==> src/rtl/hamming_decode_pipe_if.sv <==
// Handshake bundle for the Hamming(21,16) decoder: codeword in, corrected message and status out.
// The decoder takes the slave view and the codeword source takes the master view.
interface hamming_decode_pipe_if;
    logic        in_valid;
    logic        in_ready;
    logic [20:0] in_code;
    logic        out_valid;
    logic        out_ready;
    logic [15:0] out_data;
    logic [4:0]  out_syndrome;
    logic        out_corrected;
    logic        out_uncorrectable;

    modport slave (
        input  in_valid,
        input  in_code,
        input  out_ready,
        output in_ready,
        output out_valid,
        output out_data,
        output out_syndrome,
        output out_corrected,
        output out_uncorrectable
    );

    modport master (
        output in_valid,
        output in_code,
        output out_ready,
        input  in_ready,
        input  out_valid,
        input  out_data,
        input  out_syndrome,
        input  out_corrected,
        input  out_uncorrectable
    );
endinterface

==> src/rtl/hamming_decode_pipe.sv <==
// Two-stage Hamming(21,16) SEC decoder with valid/ready flow control on both sides.
// It also keeps saturating counts of corrected and uncorrectable words.
module hamming_decode_pipe #(
    parameter int unsigned CNT_W = 16
) (
    input  logic                 clk,
    input  logic                 rst,
    hamming_decode_pipe_if.slave bus,
    input  logic                 clr_cnt,
    output logic [CNT_W-1:0]     corr_cnt,
    output logic [CNT_W-1:0]     uncorr_cnt
);

    // Position p (1..21) lives at code[p-1]; the syndrome is the XOR of all set positions.
    function automatic logic [4:0] calc_syndrome(input logic [20:0] code);
        logic [4:0] s;
        s = '0;
        for (int p = 1; p <= 21; p++) begin
            if (code[p-1]) s = s ^ 5'(p);
        end
        return s;
    endfunction

    function automatic logic [15:0] extract_data(input logic [20:0] code);
        return {code[20:16], code[14:8], code[6:4], code[2]};
    endfunction

    logic             v1_q, v1_d;
    logic [20:0]      code1_q, code1_d;
    logic [4:0]       syn1_q, syn1_d;

    logic             v2_q, v2_d;
    logic [15:0]      data_q, data_d;
    logic [4:0]       syn2_q, syn2_d;
    logic             corr_q, corr_d;
    logic             uncorr_q, uncorr_d;

    logic [CNT_W-1:0] corr_cnt_q, corr_cnt_d;
    logic [CNT_W-1:0] uncorr_cnt_q, uncorr_cnt_d;

    logic             adv1, adv2, in_hs, out_hs;
    logic             s1_corr, s1_uncorr;
    logic [20:0]      flip_mask;

    assign adv2   = ~v2_q | bus.out_ready;
    assign adv1   = ~v1_q | adv2;
    assign in_hs  = bus.in_valid & adv1 & ~rst;
    assign out_hs = v2_q & bus.out_ready;

    assign s1_corr   = (syn1_q != 5'd0) && (syn1_q <= 5'd21);
    assign s1_uncorr = (syn1_q > 5'd21);
    assign flip_mask = s1_corr ? (21'd1 << (syn1_q - 5'd1)) : '0;

    always_comb begin
        v1_d    = v1_q;
        code1_d = code1_q;
        syn1_d  = syn1_q;
        if (adv1) v1_d = bus.in_valid;
        if (in_hs) begin
            code1_d = bus.in_code;
            syn1_d  = calc_syndrome(bus.in_code);
        end
    end

    // S2 only reloads its payload when S1 holds a word, so outputs keep their last value.
    always_comb begin
        v2_d     = v2_q;
        data_d   = data_q;
        syn2_d   = syn2_q;
        corr_d   = corr_q;
        uncorr_d = uncorr_q;
        if (adv2) v2_d = v1_q;
        if (adv2 && v1_q) begin
            data_d   = extract_data(code1_q ^ flip_mask);
            syn2_d   = syn1_q;
            corr_d   = s1_corr;
            uncorr_d = s1_uncorr;
        end
    end

    // Clear wins over a same-cycle increment; both counters saturate at all-ones.
    always_comb begin
        corr_cnt_d   = corr_cnt_q;
        uncorr_cnt_d = uncorr_cnt_q;
        if (clr_cnt) begin
            corr_cnt_d   = '0;
            uncorr_cnt_d = '0;
        end else if (out_hs) begin
            if (corr_q && (corr_cnt_q != {CNT_W{1'b1}})) corr_cnt_d = corr_cnt_q + 1'b1;
            if (uncorr_q && (uncorr_cnt_q != {CNT_W{1'b1}})) uncorr_cnt_d = uncorr_cnt_q + 1'b1;
        end
    end

    always_ff @(posedge clk) begin
        if (rst) begin
            v1_q         <= 1'b0;
            code1_q      <= '0;
            syn1_q       <= '0;
            v2_q         <= 1'b0;
            data_q       <= '0;
            syn2_q       <= '0;
            corr_q       <= 1'b0;
            uncorr_q     <= 1'b0;
            corr_cnt_q   <= '0;
            uncorr_cnt_q <= '0;
        end else begin
            v1_q         <= v1_d;
            code1_q      <= code1_d;
            syn1_q       <= syn1_d;
            v2_q         <= v2_d;
            data_q       <= data_d;
            syn2_q       <= syn2_d;
            corr_q       <= corr_d;
            uncorr_q     <= uncorr_d;
            corr_cnt_q   <= corr_cnt_d;
            uncorr_cnt_q <= uncorr_cnt_d;
        end
    end

    assign bus.in_ready          = adv1 & ~rst;
    assign bus.out_valid         = v2_q;
    assign bus.out_data          = data_q;
    assign bus.out_syndrome      = syn2_q;
    assign bus.out_corrected     = corr_q;
    assign bus.out_uncorrectable = uncorr_q;
    assign corr_cnt              = corr_cnt_q;
    assign uncorr_cnt            = uncorr_cnt_q;

endmodule

==> src/flat_wrapper.sv <==
// flat-port wrapper written by rule: the top's interface ports become plain ports
module hamming_decode_pipe_flat 
#(
    parameter int unsigned CNT_W = 16
)
  (clk, rst, clr_cnt, corr_cnt, uncorr_cnt, bus_in_valid, bus_in_code, bus_out_ready, bus_in_ready, bus_out_valid, bus_out_data, bus_out_syndrome, bus_out_corrected, bus_out_uncorrectable);
  hamming_decode_pipe_if bus_i ();
  input  logic clk;
  input  logic rst;
  input  logic clr_cnt;
  output logic [CNT_W-1:0] corr_cnt;
  output logic [CNT_W-1:0] uncorr_cnt;
  input wire logic [$bits(bus_i.in_valid)-1:0] bus_in_valid;
  input wire logic [$bits(bus_i.in_code)-1:0] bus_in_code;
  input wire logic [$bits(bus_i.out_ready)-1:0] bus_out_ready;
  output wire logic [$bits(bus_i.in_ready)-1:0] bus_in_ready;
  output wire logic [$bits(bus_i.out_valid)-1:0] bus_out_valid;
  output wire logic [$bits(bus_i.out_data)-1:0] bus_out_data;
  output wire logic [$bits(bus_i.out_syndrome)-1:0] bus_out_syndrome;
  output wire logic [$bits(bus_i.out_corrected)-1:0] bus_out_corrected;
  output wire logic [$bits(bus_i.out_uncorrectable)-1:0] bus_out_uncorrectable;
  assign bus_i.in_valid = bus_in_valid;
  assign bus_i.in_code = bus_in_code;
  assign bus_i.out_ready = bus_out_ready;
  assign bus_in_ready = bus_i.in_ready;
  assign bus_out_valid = bus_i.out_valid;
  assign bus_out_data = bus_i.out_data;
  assign bus_out_syndrome = bus_i.out_syndrome;
  assign bus_out_corrected = bus_i.out_corrected;
  assign bus_out_uncorrectable = bus_i.out_uncorrectable;
  hamming_decode_pipe #(.CNT_W(CNT_W)) u_core (.clk(clk), .rst(rst), .bus(bus_i), .clr_cnt(clr_cnt), .corr_cnt(corr_cnt), .uncorr_cnt(uncorr_cnt));
endmodule
==> config.mk <==
export PLATFORM = sky130hd
export DESIGN_NAME = hamming_decode_pipe_flat
export DESIGN_NICKNAME = d
export VERILOG_FILES = /design/src/rtl/hamming_decode_pipe_if.sv /design/src/rtl/hamming_decode_pipe.sv /design/src/flat_wrapper.sv
export SDC_FILE = /design/constraint.sdc
export NUM_CORES = 1
export LEC_CHECK = 0
export ABC_AREA = 1
export ABC_CLOCK_PERIOD_IN_PS = 1600
export CAP_MARGIN = 25
export CORE_UTILIZATION = 48
export CTS_CLUSTER_DIAMETER = 50
export DETAILED_ROUTE_END_ITERATION = 10
export GPL_TIMING_DRIVEN = 0
export PLACE_DENSITY = 0.87
export SYNTH_ARGS = -nofsm -noshare
export SYNTH_HDL_FRONTEND = slang
export SYNTH_SLANG_ARGS = --single-unit
==> constraint.sdc <==
create_clock -name clk -period 1.6 [get_ports clk]
set_clock_uncertainty 0.1 [all_clocks]
set_input_delay 0.32 -clock clk [delete_from_list [all_inputs] [get_ports clk]]
set_output_delay 0.32 -clock clk [all_outputs]
set_load 0.01 [all_outputs]
---- Word-level counts from Yosys, hierarchy flattened ----
Cells that the tools add are included.
W data, S select, Z words.
storage, ports and cells
  bits in registers ....................... 83
  bits in latches ......................... 0
  RAM bits ................................ 0
  bits in read-only memories .............. 0
  output and inout port bits .............. 57
  memories ................................ 0
operators by class
  $add $sub $neg .......................... 3
  $mul .................................... 0
  div/mod/pow operators ................... 0
  magnitude comparators ................... 2
  eq/ne operators ......................... 2
  shifts and indexed selects .............. 1
  mux-type cells .......................... 42
  bitwise gates (word level) .............. 30
  reductions and logical operators ........ 8
operators with widths
  kind                     count
  $mux W5                  26
  $add A16 B1 Y16 const B  2
  $mux W4                  8
  $ne A16 B16 Y1 const B   2
  $mux W21                 1
  $shl A1 B5 Y21 const A   1
  $xor A21 B21 Y21         1
  $not A2 Y2               9
  $not A3 Y3               6
  $mux W3                  4
  $not A1 Y1               7
  $gt A5 B5 Y1 const B     1
  $le A5 B5 Y1 const B     1
  $reduce_bool A5 Y1       1
  $sub A5 B1 Y5 const B    1
  $and A1 B1 Y1            4
  $logic_and A1 B1 Y1      4
  $mux W2                  2
  $not A4 Y4               1
  $reduce_and A2 Y1        2
  $or A1 B1 Y1             2
  $reduce_or A2 Y1         1
  $mux W1                  1

---- Depth between registers and ports, before layout ----
Gate-level depths: netlist of run 1.
  word-level depth ........................ 65
  gate-level depth with buffers ........... 12

---- Least setup slack after synthesis of run 1 ----
Ideal clock, no wire load.
  path kind ............................... reg2reg
  start point ............................. register u_core.corr_cnt_q[0], in the netlist u_core.corr_cnt[0]
  end point ............................... register u_core.corr_cnt_q[1], in the netlist u_core.corr_cnt[1]
  arrival ................................. 1.483 ns
  path slack .............................. -0.099 ns
  cell stages (with the launch flop) ...... 10
  path buffers ............................ 1
  cell sequence ........................... dfxtp_1 > ha_1 > inv_1 > nor2_1 > nand2_1 > o21ai_4 > inv_2 > buf_6 > nor2_1 > nor2_1
between the ends
  cells in the longest elaborated chain, start to end .. 3
ends and longest elaborated chain
  element                                                  line                        RTL
  from (decl)                                              hamming_decode_pipe.sv:38   logic [CNT_W-1:0] corr_cnt_q, corr_cnt_d;
  from (signal assigned)                                   hamming_decode_pipe.sv:115  corr_cnt_q <= corr_cnt_d;
  branches (longest 3 deep; another with $add A16 B1 Y16)  n/a
Parallel ways; which one is timed is not known.
A chain may end at the register's enable or synchronous reset.

---- Worst setup path in the final report of run 1 ----
  start point ............................. register u_core.syn1_q[0]
  end point ............................... register u_core.data_q[0], in the netlist u_core.bus.out_data[0]
between the ends
  cells in the longest elaborated chain, start to end .. 4
ends and longest elaborated chain
  element                                                       line                                                  RTL
  from (decl)                                                   hamming_decode_pipe.sv:30                             logic [4:0] syn1_q, syn1_d;
  from (signal assigned)                                        hamming_decode_pipe.sv:109                            syn1_q <= syn1_d;
  $sub A5 B1 Y5 (tied with other cells)                         hamming_decode_pipe.sv:52                             assign flip_mask = s1_corr ? (21'd1 << (syn1_q - 5'd1)) : '0;
  $shl A1 B5 Y21 / $logic_and A1 B1 Y1 (equally long branches)  hamming_decode_pipe.sv:52, hamming_decode_pipe.sv:50
  $mux W21 (*)                                                  hamming_decode_pipe.sv:52
  $xor A21 B21 Y21 (*)                                          hamming_decode_pipe.sv:74                             data_d = extract_data(code1_q ^ flip_mask);
  to (signal assigned)                                          hamming_decode_pipe.sv:111                            data_q <= data_d;
  to (decl)                                                     hamming_decode_pipe.sv:33                             logic [15:0] data_q, data_d;
Mark *: on every way between the ends. The rest lies on a longest branch, timed or not.

==> results of run 1 <==
## worst paths after layout
check,from,end,cells past startpoint
hold reg to reg,u_core.code1_q[14],u_core.code1_q[14],2
setup reg to reg,u_core.syn1_q[0],u_core.bus.out_data[0],10
hold / removal,bus_in_code[12],u_core.code1_q[12],3
setup / recovery,u_core.syn1_q[0],u_core.bus.out_data[0],10
## power by group
group | switching (W) | internal (W) | leakage [nW] | total (W)
Combinational | 0.000618 | 0.000417 | 2.54 | 0.00104
Sequential | 0.0000723 | 0.00201 | 0.660 | 0.00208
Clock | 0.000837 | 0.000932 | 0.113 | 0.00177
Total | 0.00153 | 0.00336 | 3.32 | 0.00489
## through the flow
| stage | hold WS [ps] | util, % | area, µm² | setup WS, ps |
|---|---|---|---|---|
| finish | 246.2 | 73.12 | 6724 | -136.4 |
| global route | 297.5 | 73.12 | 6724 | -199.3 |
| CTS | 339.8 | 65.47 | 6021 | -91.37 |
| detailed placement | 367.5 | 59.85 | 5504 | -723.9 |
| global placement | 366.1 | 59.85 | 5504 | -723.0 |
| floorplan | 344.6 | - | 4544 | 0.8130 |
## timing repair
item | in CTS | in global routing
resized for setup | 157 | 170
gates cloned | 3 | 2
pin swaps | 18 | 52
setup endpoints to repair | 122 | 62
setup buffers | 16 | 25
## worst min-delay path, stage by stage
cell	delay [ps]
dlymetal6s2s_1	170
inv_1	100
o21ai_0	80
## layer usage
layer	routed length, µm	share of wire [%]
met3	1277	8.1
met2	7883	50
met1	5766	36
met5	0	0
met4	896	5.7
## state kept, by name (all words and copies together), names as in the netlist
signal	cells
u_core.bus.out_data	16
u_core.bus.out_syndrome	5
u_core.bus.out_valid	1
u_core.v1_q	1
u_core.bus.out_uncorrectable	1
u_core.bus.out_corrected	1
u_core.uncorr_cnt	16
u_core.code1_q	16
u_core.corr_cnt	16
u_core.syn1_q	5
## cells in the final DEF, fill, tap and decap left out, types with 33 or more instances in the layout
master	instances
buf_4	33
dfxtp_1	41
dlygate4sd2_1	57
inv_1	81
nand2_1	161
nand2_2	38
nand3_1	53
nor2_1	49
o21ai_0	33
## kinds of logic (layout without fill, tap and decap cells)
group                    count (synthesis)  count (layout)
AND/OR/NAND/NOR                        379             379
flip-flops                              78              78
AO/OA/AOI/OAI                           98              98
adder cells (fa/ha/maj)                  3               3
XOR/XNOR                                33              33
buffers and inverters                  116             257
## area by class of cell
| class | count | area [µm²] |
|---|---|---|
| Buffer | 19 | 136.4 |
| Timing Repair Buffer | 127 | 1162 |
| Inverter | 95 | 372.9 |
| Sequential cell | 78 | 1645 |
| Tap cell | 111 | 138.9 |
| Clock buffer | 10 | 137.6 |
| Multi-Input combinational cell | 513 | 3037 |
| Clock inverter | 6 | 93.84 |
| Fill cell | 628 | 2472 |
==> qor.yml, run 1 <==
status: "finished, violations left"
violations: "setup timing"
post-dp-hpwl_mm: 8.759
cts.sinks: 78
synth_edf_count: 0
cp_cell_sequence: "nor2_4 > ha_4 > inv_4 > nand4_1 > inv_2 > buf_6 > nand3b_1 > nand3_2 > o211ai_1 > inv_1"
cp_top_family: "simple AND/OR/NAND/NOR gates"
synth_compound_area_share_pct: 11.59
grt_max_degree: 15
yosysUniqueCellTypes: 33
cp.arrival_ps: 1960
synth_most_common_cell: "nand2_1"
nets: 872
worstMarginPinSlew_ps: 383.1
cpPeakStageDelay_ps: 380
max_slew_margin_pct: 74.37
core_region_area_um2: 9196
worst-setup-path-type: "flop to flop"
syn_nets: 736
synth_flop_cell: "dfxtp_1"
synthMuxAreaShare_pct: 0
fin_tns_setup_ps: -2034
ctsHtreeMaxLevel: 3
finalWeightedCongestion: 0.9695
min_path_type: "input port to flop"
ys_seq_area_share_pct: 34.59
finalCriticalPeriod_ps: 1736
synthAdderAreaFrac_pct: 0.8315
p_leak_nw: 3.318
synth_top_family_by_area: "simple AND/OR/NAND/NOR gates"
ys_seq_elements: 78
placed_cells: 900
clkSlewWorstSetupHoldPaths_ps: 90
die_h_um: 98.98
synth.avg_cell_area_um2: 6.385
required_ps: 1820
grt_first_pass_wirelength_mm: 21.72
gr-usage-met1_pct: 33.03
drive_above_1_share_pct: 29.95
period_share_pct: 108.5
yosysTopAreaCell: "dfxtp_1"
finalSetupViolations: 39
use_met3_pct: 3.830
synth_top_area_share_pct: 34.59
drt-initial-drc-count: 325
r2r_slack_ps: -140
synth-xor-area-share_pct: 6.402
numCtsBuffers: 9
fin_ws_ps: -136.4
synthTopCellsByCount: "nand2_1 (217), inv_1 (91), dfxtp_1 (78), nor2_1 (66), nand3_1 (58)"
slew_viol_final: 0
drtPass1Iterations: 5
yosys.area_share.simple_pct: 36.14
die_x_um: 98.98
met2_usage_pct: 49.38
via_count: 5346
critPathSlowestCell: "dfxtp_4"
path_buf_inv: 4
rsz0062_at_grt: "true"
io_buffers: 82
finalPower_w: 0.004886
cts_tree: "built"
grtUsageTotal_pct: 27.75
rows: 35
diodes: 0
cts.path.max_buffers: 2
cap_viol_max_count: 0
synth_area_um2: 4514
syn_to_final_growth_pct: 48.95
fmax_mhz: 575.9
grt_pass1_vias: 4699
overflow: 0
instances_no_fill: 959
start_util_pct: 49.09
finalHoldViolations: 0
syn_inst: 707
synthArstFlopShare_pct: 0
routed_wl_mm: 15.82
ys_warn_count: 0
drtAntennaViolNets: 0
antenna_found_initial: 0
wl_per_cell_um: 16.50
endpoint_kind: "flop"
p_per_area_nw_per_um2: 726.6
startpoint_type: "flop"
synthTopCellsByArea: "dfxtp_1 (35%), nand2_1 (18%), inv_1 (7.6%), nand3_1 (6.4%), nor2_1 (5.5%)"
worst_ir_drop_vdd_v: 0.0004598
drc: 0
top_usage_layer: "met2"
clk_latency_ps: 380
postCtsHoldBufs: 0
crit_fanout: 4
avgViaCountPerCell: 5.575
die_area_um2: 9797
ios: 83
clock-root-buffer: "clkbuf_8"
Note: power is estimated with default switching activity, not from simulation.
==> run 2, diff against run 1 <==
--- a/config.mk
+++ b/config.mk
@@ -6,13 +6,13 @@
 export NUM_CORES = 1
 export LEC_CHECK = 0
 export ABC_AREA = 1
-export ABC_CLOCK_PERIOD_IN_PS = 1600
+export ABC_CLOCK_PERIOD_IN_PS = 2100
 export CAP_MARGIN = 25
-export CORE_UTILIZATION = 48
+export CORE_UTILIZATION = 57
 export CTS_CLUSTER_DIAMETER = 50
 export DETAILED_ROUTE_END_ITERATION = 10
 export GPL_TIMING_DRIVEN = 0
-export PLACE_DENSITY = 0.87
+export PLACE_DENSITY = 0.95
 export SYNTH_ARGS = -nofsm -noshare
 export SYNTH_HDL_FRONTEND = slang
 export SYNTH_SLANG_ARGS = --single-unit
==> constraint.sdc (replaced) <==
create_clock -name clk -period 2.1 [get_ports clk]
set_clock_uncertainty 0.1 [all_clocks]
set_input_delay 0.42 -clock clk [delete_from_list [all_inputs] [get_ports clk]]
set_output_delay 0.42 -clock clk [all_outputs]
set_load 0.01 [all_outputs]
==> qor.yml, run 2 (synthesized netlist as in run 1, its figures left out) <==
io_buffers: 82  # unchanged
nets: 829  # was 872
timing.rr.start: "u_core.syn1_q[1]"  # was u_core.syn1_q[0]
finalSetupViolations: 0  # was 39
rsz0062_at_grt: "false"  # was true
wl_met1_mm: 4.777  # was 5.766 mm
cp_top_family: "buffers and inverters"  # was simple AND/OR/NAND/NOR gates
cap_viol_max_count: 0  # unchanged
grt_pass1_vias: 4566  # was 4699
core_region_area_um2: 7687  # was 9196 µm²
n_fill_cell: 639  # was 628
worstMarginPinSlew_ps: 558.0  # was 383.1 ps
status: "finished, final reports clean"  # was finished, violations left
clock-root-buffer: "clkbuf_8"  # unchanged
p_leak_nw: 2.487  # was 3.318 nW
reg2reg_to: "u_core.bus.out_data[15]"  # was u_core.bus.out_data[0]
via_count: 4863  # was 5346
grtUsageTotal_pct: 29.93  # was 27.75%
syn_to_final_growth_pct: 26.33  # was 48.95%
final_common_cell: "nand2_1"  # unchanged
seq_area_um2: 1562  # was 1645 µm²
startpoint_type: "flop"  # unchanged
die_x_um: 91.00  # was 98.98 µm
postCtsHoldBufs: 0  # unchanged
clk_latency_ps: 350  # was 380 ps
reg2reg_depth: 11  # was 10
finalWeightedCongestion: 0.9291  # was 0.9695
post_cts_buffers: 0  # was 16
finalCriticalPeriod_ps: 1961
antenna_found_initial: 0  # unchanged
fmax_mhz: 509.9
drtAntennaViolNets: 0  # unchanged
cp.arrival_ps: 1440  # was 1960 ps
top_layer: "met4"  # unchanged
drt-initial-drc-count: 239  # was 325
critPathSlowestCell: "clkdlybuf4s50_1"  # was dfxtp_4
path_buf_inv: 1  # was 4
cp_cell_sequence: "clkdlybuf4s50_1"  # was nor2_4 > ha_4 > inv_4 > nand4_1 > inv_2 > buf_6 > nand3b_1 > nand3_2 > o211ai_1 > inv_1
avgViaCountPerCell: 5.362  # was 5.575
pre_cts_slack_ps: -340.2  # was -723.9 ps
ctsHtreeMaxLevel: 3  # unchanged
placed_cells: 891  # was 900
die_h_um: 91.00  # was 98.98 µm
numCtsBuffers: 9  # unchanged
routed_wl_mm: 12.07  # was 15.82 mm
worst-setup-path-type: "flop to output pin"  # was flop to flop
cpPeakStageDelay_ps: 590  # was 380 ps
crit_fanout: 6  # was 4
cts.sinks: 78  # unchanged
finalHoldViolations: 0  # unchanged
critical_path.endpoint: "uncorr_cnt[6]"  # was u_core.bus.out_data[0]
rows: 32  # was 35
period_share_pct: 93.39
die_area_um2: 8280  # was 9797 µm²
ios: 83  # unchanged
max_slew_margin_pct: 62.80  # was 74.37%
diodes: 0  # unchanged
multi_input_area_um2: 2486  # was 3037 µm²
grt_max_degree: 13  # was 15
start_util_pct: 58.72  # was 49.09%
worst_ir_drop_vdd_v: 0.0006232  # was 0.0004598 V
post-dp-hpwl_mm: 9.117  # was 8.759 mm
drc: 0  # unchanged
crit_cells: 1  # was 10
grt_first_pass_wirelength_mm: 20.10  # was 21.72 mm
wl_met3_um: 803  # was 1.277 mm
instances_no_fill: 907  # was 959
wl_met2_mm: 6.229  # was 7.883 mm
endpoint_kind: "output pin"  # was flop
wl_per_cell_um: 13.31  # was 16.50 µm
required_ps: 1580  # was 1820 ps
r2r_slack_ps: 220  # was -140 ps
cts_tree: "built"  # unchanged
overflow: 0  # unchanged
slew_viol_final: 0  # unchanged
drive_above_1_share_pct: 5.093  # was 29.95%
cts.path.max_buffers: 2  # unchanged
crit_start: "u_core.uncorr_cnt[6]"  # was u_core.syn1_q[0]
cts-resized-gates: 1  # was 157
drtPass1Iterations: 4  # was 5
min_path_type: "flop to flop"  # was input port to flop
clkSlewWorstSetupHoldPaths_ps: 80  # was 90 ps
layout_common_cells: "nand2_1 (217), inv_1 (91), clkdlybuf4s50_1 (81)"  # was nand2_1 (161), inv_1 (81), dlygate4sd2_1 (57)
fin_ws_ps: 138.9  # was -136.4 ps
p_per_area_nw_per_um2: 618.3  # was 726.6 nW/µm²
-- run 2: how the worst min path moves through the flow --
stage                             startpoint                  to  slack (ps)  depth (start not counted)
after global placement    u_core.code1_q[16]  u_core.code1_q[16]         360                          2
after detailed placement  u_core.code1_q[16]  u_core.code1_q[16]         360                          2
after CTS                 u_core.code1_q[17]  u_core.code1_q[17]         390                          2
final                     u_core.code1_q[16]  u_core.code1_q[16]         390                          2
after global routing      u_core.code1_q[16]  u_core.code1_q[16]         410                          2
after floorplan           u_core.code1_q[16]  u_core.code1_q[16]         340                          2
-- run 2: metal layers --
metal	up-vias	GRT usage [%]
met4	0	12.57
met5	-	0
li1	2430	-
met3	22	6.114
met1	2233	34.01
met2	178	54.17
-- run 2: cell type report --
cell class                 count  area share, %
buffer                        21          2.040
clock buffer                  13          2.962
clock inverter                 3          1.141
inverter                      95          6.275
multi-input combinational    513          43.59
sequential                    78          27.38
tap                          102          2.238
timing repair buffer          82          14.37
-- run 2: per-stage QoR --
stage	area, µm²	hold slack [ps]	total power (W)	setup TNS (ps)	utilization [%]
floorplan	4514	344.6	0.002001	0	-
global placement	5463	359.8	0.002218	-6989	71.06
detailed placement	5463	363.2	0.002242	-10430	71.06
CTS	5695	388.3	0.003525	0	74.09
global route	5703	414.3	0.003671	0	74.19
finish	5703	390.2	0.003526	0	74.19
-- run 2: power by group --
part | internal [W] | total, W | switching, W
clock network | 0.000766 | 0.00130 | 0.000536
logic | 0.000251 | 0.000631 | 0.000380
registers | 0.00155 | 0.00159 | 0.0000466
total | 0.00256 | 0.00353 | 0.000963
==> run 3, diff against run 2 <==
--- a/config.mk
+++ b/config.mk
@@ -8,11 +8,11 @@
 export ABC_AREA = 1
 export ABC_CLOCK_PERIOD_IN_PS = 2100
 export CAP_MARGIN = 25
-export CORE_UTILIZATION = 57
+export CORE_UTILIZATION = 40
 export CTS_CLUSTER_DIAMETER = 50
 export DETAILED_ROUTE_END_ITERATION = 10
 export GPL_TIMING_DRIVEN = 0
-export PLACE_DENSITY = 0.95
+export PLACE_DENSITY = 0.74
 export SYNTH_ARGS = -nofsm -noshare
 export SYNTH_HDL_FRONTEND = slang
 export SYNTH_SLANG_ARGS = --single-unit
==> qor.yml, run 3 (synthesized netlist as in run 1, its figures left out) <==
pre_cts_slack_ps: -392.9  # was -340.2 ps
wl_met3_um: 496  # was 803 µm
antenna_found_initial: 0  # unchanged
cap_viol_max_count: 0  # unchanged
slew_viol_final: 0  # unchanged
routed_wl_mm: 11.13  # was 12.07 mm
required_ps: 1580  # about the same
grt_max_degree: 13  # unchanged
startpoint_type: "input port"  # was flop
rows: 38  # was 32
top_layer: "met4"  # unchanged
max_slew_margin_pct: 64.69  # was 62.80%
cts.sinks: 78  # unchanged
clkSlewWorstSetupHoldPaths_ps: 60  # was 80 ps
finalSetupViolations: 0  # unchanged
io_buffers: 82  # unchanged
p_leak_nw: 2.519  # was 2.487 nW
grtUsageTotal_pct: 20.21  # was 29.93%
avgViaCountPerCell: 4.863  # was 5.362
fin_ws_ps: 127.2  # was 138.9 ps
post-dp-hpwl_mm: 8.555  # was 9.117 mm
p_per_area_nw_per_um2: 651.2  # was 618.3 nW/µm²
crit_fanout: 2  # was 6
worstMarginPinSlew_ps: 529.6  # was 558.0 ps
via_count: 4586  # was 4863
finalPower_w: 0.003788  # was 0.003526 W
min_path_type: "flop to flop"  # unchanged
cts.path.max_buffers: 2  # unchanged
worst_ir_drop_vdd_v: 0.0003763  # was 0.0006232 V
nets: 828  # was 829
rsz0062_at_grt: "false"  # unchanged
grt_pass1_vias: 4088  # was 4566
drc: 0  # unchanged
final_common_cell: "nand2_1"  # unchanged
drtAntennaViolNets: 0  # unchanged
numCtsBuffers: 9  # unchanged
ctsHtreeMaxLevel: 3  # unchanged
die_x_um: 108.2  # was 91.00 µm
worst-setup-path-type: "input port to output pin"  # was flop to output pin
layout_common_cells: "nand2_1 (217), inv_1 (91), clkdlybuf4s50_1 (81)"  # unchanged
wl_met2_mm: 5.263  # was 6.229 mm
drive_above_1_share_pct: 5.355  # was 5.093%
finalWeightedCongestion: 0.8886  # was 0.9291
die_area_um2: 11710  # was 8280 µm²
diodes: 0  # unchanged
cp.arrival_ps: 1450  # was 1440 ps
wl_met1_mm: 5.177  # was 4.777 mm
clk_latency_ps: 330  # was 350 ps
drtPass1Iterations: 7  # was 4
start_util_pct: 41.28  # was 58.72%
fmax_mhz: 506.9  # was 509.9 MHz
clock-root-buffer: "clkbuf_16"  # was clkbuf_8
ios: 83  # unchanged
grt_first_pass_wirelength_mm: 18.64  # was 20.10 mm
finalHoldViolations: 0  # unchanged
die_h_um: 108.2  # was 91.00 µm
post_cts_buffers: 0  # unchanged
status: "finished, final reports clean"  # unchanged
syn_to_final_growth_pct: 28.88  # was 26.33%
period_share_pct: 93.94  # was 93.39%
overflow: 0  # unchanged
wl_per_cell_um: 11.80  # was 13.31 µm
endpoint_kind: "output pin"  # unchanged
drt-initial-drc-count: 328  # was 239
finalCriticalPeriod_ps: 1973  # was 1961 ps
cts_tree: "built"  # unchanged
core_region_area_um2: 10940  # was 7687 µm²
timing.hold.ws_ps: 374.8  # was 390.2 ps
[run 3: critical path, stage by stage]
cell and delay [ps]:
clkdlybuf4s50_1 480, inv_1 60, nand3_1 90, nand2_1 60, inv_1 80, dlygate4sd2_1 270
[run 3: layout make-up]
class	instances	area (µm²)
clock buffers	12	256.5
plain buffers	20	115.1
inverters	95	361.6
well taps	140	175.2
repair buffers	82	819.5
clock inverters	3	43.79
flip-flops and latches	78	1563
fillers	1084	5117
multi-input cells	513	2484
[run 3: report_power, final]
part           internal (W)  switching (W)  leakage (nW)
sequential          0.00155      0.0000451         0.638
combinational      0.000251       0.000363          1.73
clock              0.000979       0.000602         0.149
[run 3: repair_timing]
item                       4_1_cts  5_1_grt
pin swaps                        0        0
gates resized for setup          2       10
setup endpoints to repair       21       15
hold buffers                     0        0
[run 3: final timing paths]
check	startpoint	to	slack (ps)	cells past startpoint
worst max register to register	u_core.uncorr_cnt[0]	u_core.uncorr_cnt[3]	220	10
worst min-delay path	u_core.code1_q[16]	u_core.code1_q[16]	370	2
worst max-delay path	bus_out_ready	bus_in_ready	130	6
worst min register to register	u_core.code1_q[16]	u_core.code1_q[16]	370	2
[run 3: routing by layer]
| layer | track usage [%] | vias to the layer above |
|---|---|---|
| met3 | 3.255 | 18 |
| met2 | 34.62 | 129 |
| met4 | 8.219 | 0 |
| li1 | - | 2427 |
| met5 | 0 | - |
| met1 | 25.10 | 2012 |
[run 3: through the flow]
| step | util, % | instances | TNS [ps] | instance area, µm² |
|---|---|---|---|---|
| 2_1_floorplan | - | 707 | 0 | 4514 |
| 3_3_place_gp | 50.39 | 929 | -9984 | 5510 |
| 3_5_place_dp | 50.39 | 929 | -10890 | 5510 |
| 4_1_cts | 53.15 | 944 | 0 | 5812 |
| 5_1_grt | 53.20 | 943 | 0 | 5818 |
| 6_report | 53.20 | 943 | 0 | 5818 |
